==> config.mk <==
export PLATFORM = sky130hd
export DESIGN_NAME = inst_mem_fetch
export DESIGN_NICKNAME = d
export VERILOG_FILES = /design/src/rtl/inst_mem_pkg.sv /design/src/rtl/inst_mem_array.sv /design/src/rtl/inst_mem_fetch.sv
export SDC_FILE = /design/constraint.sdc
export NUM_CORES = 2
export LEC_CHECK = 0
export ABC_CLOCK_PERIOD_IN_PS = 3230
export BUFFER_PORTS_ARGS = -buffer_cell sky130_fd_sc_hd__clkbuf_2
export CORE_UTILIZATION = 44
export DETAILED_ROUTE_END_ITERATION = 7
export PLACE_DENSITY = 0.69
export RECOVER_POWER = 50
export SETUP_SLACK_MARGIN = 0.2
export SYNTH_ARGS = -nofsm -noshare
export SYNTH_HDL_FRONTEND = slang
export SYNTH_SLANG_ARGS = --single-unit
==> constraint.sdc <==
create_clock -name i_clk -period 3.23 [get_ports i_clk]
set_input_delay 0.4845 -clock i_clk [delete_from_list [all_inputs] [get_ports i_clk]]
set_output_delay 0.4845 -clock i_clk [all_outputs]
set_load 0.1 [all_outputs]
==> src/rtl/inst_mem_pkg.sv <==
// rtl/inst_mem_pkg.sv - shared constants, state type and address helpers for the fetch memory
package inst_mem_pkg;

  localparam logic [31:0] NOP_INST = 32'h0000_0033;

  typedef enum logic {
    ST_RUN  = 1'b0,
    ST_PROG = 1'b1
  } state_t;

  function automatic logic [63:0] addr_to_idx(input logic [63:0] addr);
    return addr >> 2;
  endfunction

  // Misaligned PCs and PCs past the end of storage both fault.
  function automatic logic addr_fault(input logic [63:0] addr, input logic [63:0] depth);
    return (addr[1:0] != 2'b00) || (addr >= (depth << 2));
  endfunction

endpackage

==> src/rtl/inst_mem_array.sv <==
// rtl/inst_mem_array.sv - DEPTH x XLEN storage, one write port, one registered read-first read port
module inst_mem_array #(
  parameter  int XLEN  = 32,
  parameter  int DEPTH = 64,
  localparam int IDX_W = $clog2(DEPTH)
) (
  input  logic             i_clk,
  input  logic             i_we,
  input  logic [IDX_W-1:0] i_waddr,
  input  logic [XLEN-1:0]  i_wdata,
  input  logic             i_re,
  input  logic [IDX_W-1:0] i_raddr,
  output logic [XLEN-1:0]  o_rdata
);

  logic [XLEN-1:0] r_mem [DEPTH];
  logic [XLEN-1:0] r_rdata;

  // Read holds its value unless a new read is issued, which keeps responses stable under backpressure.
  always_ff @(posedge i_clk) begin
    if (i_we) r_mem[i_waddr] <= i_wdata;
    if (i_re) r_rdata <= r_mem[i_raddr];
  end

  assign o_rdata = r_rdata;

endmodule

==> src/rtl/inst_mem_fetch.sv <==
// rtl/inst_mem_fetch.sv - IF-stage instruction memory with valid/ready fetch port and streaming program load
module inst_mem_fetch #(
  parameter  int              XLEN     = 32,
  parameter  int              DEPTH    = 64,
  parameter  int              ADDR_W   = 32,
  parameter  logic [XLEN-1:0] NOP_INST = inst_mem_pkg::NOP_INST,
  localparam int              IDX_W    = $clog2(DEPTH)
) (
  input  logic              i_clk,
  input  logic              i_rst,
  input  logic              i_req_valid,
  input  logic [ADDR_W-1:0] i_req_addr,
  output logic              o_req_ready,
  input  logic              i_flush,
  output logic              o_rsp_valid,
  input  logic              i_rsp_ready,
  output logic [XLEN-1:0]   o_rsp_inst,
  output logic [ADDR_W-1:0] o_rsp_pc,
  output logic              o_rsp_fault,
  input  logic              i_prog_en,
  input  logic              i_prog_valid,
  input  logic [XLEN-1:0]   i_prog_data,
  output logic [IDX_W:0]    o_prog_cnt
);
  import inst_mem_pkg::*;

  state_t            r_state, w_state_nxt;
  logic              r_rsp_valid, r_rsp_fault, r_inst_ok;
  logic [ADDR_W-1:0] r_rsp_pc;
  logic [IDX_W-1:0]  r_wptr;
  logic [IDX_W:0]    r_prog_cnt;
  logic              w_req_ready, w_accept, w_we, w_enter_prog, w_fault;
  logic [63:0]       w_addr64;
  logic [IDX_W-1:0]  w_ridx;
  logic [XLEN-1:0]   w_rdata;

  assign w_addr64 = 64'(i_req_addr);
  assign w_ridx   = IDX_W'(addr_to_idx(w_addr64));
  assign w_fault  = addr_fault(w_addr64, 64'(DEPTH));
  assign w_accept = i_req_valid && w_req_ready;

  always_ff @(posedge i_clk or negedge i_rst) begin
    if (!i_rst) r_state <= ST_RUN;
    else        r_state <= w_state_nxt;
  end

  always_comb begin
    w_state_nxt  = r_state;
    w_req_ready  = 1'b0;
    w_we         = 1'b0;
    w_enter_prog = 1'b0;
    case (r_state)
      ST_RUN: begin
        w_req_ready = !i_flush && !i_prog_en && (!r_rsp_valid || i_rsp_ready);
        if (i_prog_en) begin
          w_state_nxt  = ST_PROG;
          w_enter_prog = 1'b1;
        end
      end
      ST_PROG: begin
        // The cycle that leaves PROG drops its prog_valid beat.
        w_we = i_prog_en && i_prog_valid;
        if (!i_prog_en) w_state_nxt = ST_RUN;
      end
    endcase
  end

  always_ff @(posedge i_clk or negedge i_rst) begin
    if (!i_rst) begin
      r_rsp_valid <= 1'b0;
      r_rsp_fault <= 1'b0;
      r_inst_ok   <= 1'b0;
      r_rsp_pc    <= '0;
      r_wptr      <= '0;
      r_prog_cnt  <= '0;
    end else begin
      if (w_enter_prog || (r_state == ST_PROG) || i_flush) r_rsp_valid <= 1'b0;
      else if (w_accept)                                   r_rsp_valid <= 1'b1;
      else if (i_rsp_ready)                                r_rsp_valid <= 1'b0;

      if (w_accept) begin
        r_rsp_pc    <= i_req_addr;
        r_rsp_fault <= w_fault;
        r_inst_ok   <= !w_fault;
      end

      if (w_enter_prog) begin
        r_wptr     <= '0;
        r_prog_cnt <= '0;
      end else if (w_we) begin
        r_wptr <= r_wptr + 1'b1;
        if (r_prog_cnt != (IDX_W+1)'(DEPTH)) r_prog_cnt <= r_prog_cnt + 1'b1;
      end
    end
  end

  inst_mem_array #(
    .XLEN  (XLEN),
    .DEPTH (DEPTH)
  ) u_array (
    .i_clk   (i_clk),
    .i_we    (w_we),
    .i_waddr (r_wptr),
    .i_wdata (i_prog_data),
    .i_re    (w_accept),
    .i_raddr (w_ridx),
    .o_rdata (w_rdata)
  );

  // r_inst_ok clears asynchronously, so reset shows NOP without touching the array.
  assign o_rsp_inst  = r_inst_ok ? w_rdata : NOP_INST;
  assign o_req_ready = w_req_ready;
  assign o_rsp_valid = r_rsp_valid;
  assign o_rsp_pc    = r_rsp_pc;
  assign o_rsp_fault = r_rsp_fault;
  assign o_prog_cnt  = r_prog_cnt;

endmodule
Word-level counts from Yosys, hierarchy flattened
Memory sizes are Yosys's and may differ from the RTL's. A register that Yosys moved wholly into a read port is not among the register bits.
Cells that the tools add are included.
Widths: inputs -> output; s select.
{"block": "classes", "addsub": 2, "n_lt_le_gt_ge": 1, "n_eq_ne": 1, "muxes": 15, "n_reduce_logical": 17}
{"cell": "$ge 32x9->1 const B", "n": 1}
{"cell": "$mux 32", "n": 1}
{"cell": "$mux 7", "n": 3}
{"cell": "$mux 6", "n": 2}
{"cell": "$mux 1", "n": 9}
{"cell": "$add 7x1->7 const B", "n": 1}
{"cell": "$ne 7x7->1 const B", "n": 1}
{"cell": "$add 6x1->6 const B", "n": 1}
{"cell": "$reduce_bool 2->1", "n": 3}
{"cell": "$logic_and 1x1->1", "n": 4}
{"cell": "$logic_not 1->1", "n": 4}
{"cell": "$logic_or 1x1->1", "n": 4}
{"cell": "$reduce_bool 3->1", "n": 1}
{"cell": "$reduce_and 2->1", "n": 1}
{"block": "totals", "regBits": 49, "mem_bits_rw": 2048, "in_bits": 71, "out_inout_bits": 74, "elab_cells": 44, "mem_count": 1}
{"name": "u_array.r_mem", "words": 64, "word_bits": 32, "rd": 1, "rd_ports_with_merged_regs": 1, "wr": 1, "line_no": "inst_mem_array.sv:16", "text": "logic [XLEN-1:0] r_mem [DEPTH];"}

Logic depth before layout (Yosys ltp)
{"block": "logic_depth", "word_depth": 7, "ltp_mapped": 10, "mapped_depth_nobuf": 7}

Cells and area by module
Synthesis repeated with hierarchy kept, for this count alone.
{"block": "unflattened", "cells_unflattened": 3523, "hier_area_um2": 81281.7}
{"module": "inst_mem_array", "n_inst": 1, "cells_each": 3324, "area_each_um2": 78835.6, "seq_area_each_um2": 62459.9}
{"module": "inst_mem_fetch", "n_inst": 1, "cells_each": 199, "area_each_um2": 2446.1, "seq_area_each_um2": 1226.2}

Least setup slack after synthesis
OpenSTA, ideal clock, no wires.
{"block": "synth_path", "path_type": "register to register", "startpoint": "reg r_rsp_valid (netlist: o_rsp_valid)", "endpoint": "reg u_array.r_rdata[0] (netlist: u_array.o_rdata[0]) (read register of u_array.r_mem), enable pin", "setup_ns": 0.387, "arrival_ns": 5.766, "required_ns": 2.843, "setup_slack_ns": -2.922, "stages_incl_launch_ff": 6, "path_buffers": 1, "period_less_slack_ns": 6.152, "cell_sequence": "dfrtp_1 -> nor2b_1 -> nor4_1 -> nand2_1 -> clkbuf_1 -> inv_1"}
{"block": "synth_between", "elab_chain_cells": 5}
{"item": "start, declared", "line_no": "inst_mem_fetch.sv:28", "text": "logic r_rsp_valid, r_rsp_fault, r_inst_ok;"}
{"item": "start signal, assigned", "line_no": "inst_mem_fetch.sv:70", "text": "r_rsp_valid <= 1'b0;"}
{"item": "start signal, assigned", "line_no": "inst_mem_fetch.sv:77", "text": "if (w_enter_prog || (r_state == ST_PROG) || i_flush) r_rsp_valid <= 1'b0;"}
{"item": "start signal, assigned", "line_no": "inst_mem_fetch.sv:78", "text": "else if (w_accept) r_rsp_valid <= 1'b1;"}
{"item": "$logic_not 1->1", "line_no": "inst_mem_fetch.sv:54", "text": "w_req_ready = !i_flush && !i_prog_en && (!r_rsp_valid || i_rsp_ready);"}
{"item": "$logic_or 1x1->1", "line_no": "inst_mem_fetch.sv:54"}
{"item": "$logic_and 1x1->1", "line_no": "inst_mem_fetch.sv:54"}
{"item": "$mux 1", "line_no": "inst_mem_fetch.sv:52", "text": "case (r_state)"}
{"item": "named net o_req_ready", "line_no": "inst_mem_fetch.sv:13", "text": "output logic o_req_ready,"}
{"item": "$logic_and 1x1->1", "line_no": "inst_mem_fetch.sv:40", "text": "assign w_accept = i_req_valid && w_req_ready;"}
{"item": "named net u_array.i_re", "line_no": "inst_mem_array.sv:11", "text": "input logic i_re,"}
{"item": "end, declared", "line_no": "inst_mem_array.sv:17", "text": "logic [XLEN-1:0] r_rdata;"}
The timed path passes the listed nets, and every way through them passes these cells.
A chain may end at the register's enable or synchronous reset.

Worst setup path after layout
{"block": "layout_path", "startpoint": "in i_prog_en", "endpoint": "mem u_array.r_mem[29][15], enable pin"}
{"block": "layout_between", "elab_chain_cells": 4}
{"item": "start, declared", "line_no": "inst_mem_fetch.sv:20", "text": "input logic i_prog_en,"}
{"item": "$logic_and 1x1->1", "line_no": "inst_mem_fetch.sv:62", "text": "w_we = i_prog_en && i_prog_valid;"}
{"item": "$mux 1", "line_no": "inst_mem_fetch.sv:52"}
{"item": "$mux 1", "line_no": "inst_mem_array.sv:21", "text": "if (i_we) r_mem[i_waddr] <= i_wdata;"}
{"item": "$mux 1 (not written as such)", "line_no": "inst_mem_array.sv:21"}
{"item": "end, declared", "line_no": "inst_mem_array.sv:16"}
No other way between the ends.

==> impl_metrics.toml <==
[outcome]
status = "finished, violations left"
violations = "design-rule violations, max-capacitance violations, max-slew violations"

[layout]
final.fill_count = 14093
area.growth.synth_to_final_pct = 16.2
layout-drive-gt1-share_pct = 29.7
final_common_cell = "edfxtp_1"
seq_area_sq_um = 63700
layout_common_cells = "2080 x edfxtp_1, 478 x mux4_2, 203 x clkbuf_16, 156 x buf_4"
final_util_pct = 51.4
finalNetCount = 4151
multi_input_area_sq_um = 16900

[route]
wl_met3_um = 21100
drc = 1
dr_wl_met2_um = 103000
avgRoutedWirePerCell_um = 31.8
drt_wl_total_um = 214000
via_per_inst = 6.06
drtIter0Drc = 5108
first_pass_iters = 8
ant_nets = 0
top_layer = "met5"
met1_length_um = 81900
vias = 40709

[floorplanning]
rows = 157
io_pins = 145
core_sq_um = 183000
start_util_pct = 44.3
die_area_sq_um = 186000
fp.dieH_um = 431
die_x_um = 431

[synthesis]
ys_seq_area_share_pct = 78.6
syn_nets = 3682
synth-edff-count = 2080
yosysWarnings = 0
ys_seq_elements = 2129
synth_cells = 3608
avgSynthCellArea_sq_um = 22.5
synthFlopType = "edfxtp_1"
yosysUniqueCellTypes = 55
async_flop_share_pct = 2.30
syn_area_sq_um = 81000

[global_routing]
grt_pass1_wl_um = 300000
grt_pass1_vias = 40491
antenna_found_initial = 17
grt_max_degree = 78
overflow = 0
grt.total_usage_pct = 22.9

[critical_path]
regToRegSetupSlack_ns = 0.35
crit_path_cell_trace = "dlygate4sd3_1 -> clkbuf_1 -> and3_1 -> nand3_1 -> clkbuf_2 -> nor2_4 -> clkbuf_2"
crit_path_top_delay_cell = "clkbuf_2"
max_stage_delay_ns = 0.83
required_ns = 3.66
crit_top_cell = "clkbuf_2"
path_class = "in2reg"
critPathMaxFanout = 32
cp.arrival_ns = 3.39
endpoint_kind = "flop"
startpoint_type = "primary input"

[clock_tree]
ctsHtreeMaxLevel = 4
cts_tree = "built"
cts_made_buffers = 202
clock_latency_ns = 0.84
cts_setup_buffers = 0
cts.sinks = 2129
ctsLongestPathBuffers = 3
clk_pin_slew_ns = 0.06
cts-root-buf = "clkbuf_16"

[sta]
rsz0062_at_grt = "false"
slew_violations = 1404
relSlewSlack_pct = -92.4
hold_viol_final = 0
max_freq_mhz = 338
worstMarginPinSlew_ns = 2.89
clock-skew-final_ns = 0.0405
min_period_ns = 2.96
finalSetupViolCount = 0
finalCritPeriodShare_pct = 91.7
setup_tns_ns = 0

[place]
hpwl_um = 124000
gp_congestion = 0.839
io_buffers = 144

[run]
maxCapViolations = 33

[pwr]
finalPower_mw = 57.1
vdd_drop_max_mv = 0.458
p_leak_nw = 29.8
powerDensity_nw_per_um2 = 607

[min_path]
hp-class = "in2reg"
[registers in the layout (all words and copies together), names as in the netlist]
| name | count |
|---|---|
| u_array.r_mem | 2048 |
| r_inst_ok | 1 |
| o_rsp_pc | 32 |
| u_array.o_rdata | 32 |
| o_rsp_fault | 1 |
| o_rsp_valid | 1 |
| r_state | 1 |
| o_prog_cnt | 7 |
| r_wptr | 6 |
[cells in the mapped netlist, types with 21 or more instances]
library cell     n  area share, %
nor2_1          91           0.42
clkbuf_1        87           0.40
and2_1          29           0.22
edfxtp_1      2080             77
buf_2           65           0.40
mux2_2          49           0.68
nand2_1         55           0.25
mux2i_1        122            1.5
o22ai_1         64           0.49
buf_4           32           0.30
a22oi_1         76           0.70
a21oi_1         47           0.29
dfrtp_1         49            1.5
o221ai_1        22           0.24
nand3_1         38           0.23
a211oi_1        21           0.19
mux4_2         478             13
[area by class of cell]
type                            count  share of cell area [%]
Clock buffer                      237                    5.53
Antenna cell                       10                  0.0266
Inverter                            5                  0.0239
Tap cell                         2464                    3.27
Sequential cell                  2129                    67.6
Clock inverter                    137                    1.24
Multi-Input combinational cell   1272                    17.9
Timing Repair Buffer              467                    4.33
[kinds of logic after synthesis]
group	after synthesis	share of synthesized area, %
AO/OA/AOI/OAI	333	2.90
AND/OR/NAND/NOR	282	1.68
multiplexers	649	15.5
adder cells (fa/ha/maj)	3	0.0463
XOR/XNOR	5	0.0540
buffers and inverters	207	1.27
flip-flops	2129	78.6
[critical path, delay by kind of cell]
family                 cells  cell delay [ns]
buffers and inverters      4             2.10
AND/OR/NAND/NOR            3             0.73
[worst paths after layout]
check | cells past startpoint | end | start
setup reg to reg | 5 | u_array.r_mem[29][15] | r_state
hold reg to reg | 1 | o_rsp_pc[4] | o_rsp_pc[4]
setup / recovery | 7 | u_array.r_mem[29][15] | i_prog_en
hold / removal | 3 | o_prog_cnt[0] | i_prog_valid
min in group asynchronous | 2 | o_rsp_pc[0] | i_rst
max in group asynchronous | 3 | r_inst_ok | i_rst
[metrics by stage]
stage / worst slack, ns / cell area (sq um) / instances / hold slack, ns
finish: 0.268 / 94200 / 6721 / 0.152
global route: 0.201 / 94100 / 6713 / 0.155
CTS: 0.377 / 94400 / 6711 / 0.0627
detailed placement: -0.0542 / 87800 / 6307 / 0.492
global placement: -0.0293 / 87800 / 6307 / 0.488
floorplan: 0.0789 / 81100 / 3608 / 0.189
[metal layers]
layer / track usage (%) / up-vias
met5: 0 / -
met4: 8.00 / 12
met3: 4.99 / 338
met2: 37.0 / 2311
met1: 30.9 / 21735
li1: - / 16313
[where the power goes]
group | total [mW] | switching, mW | internal [mW]
registers | 30.6 | 0.0775 | 30.5
clock network | 22.9 | 10.1 | 12.7
logic | 3.70 | 2.55 | 1.14
total | 57.1 | 12.8 | 44.4
[what timing repair did]
item	4_1_cts	5_1_grt
endpoints found under the setup margin	9	0
hold buffers	30	0
gates resized for setup	1	0
endpoints found under the hold margin	62	0
(Power assumes the default switching activity.)
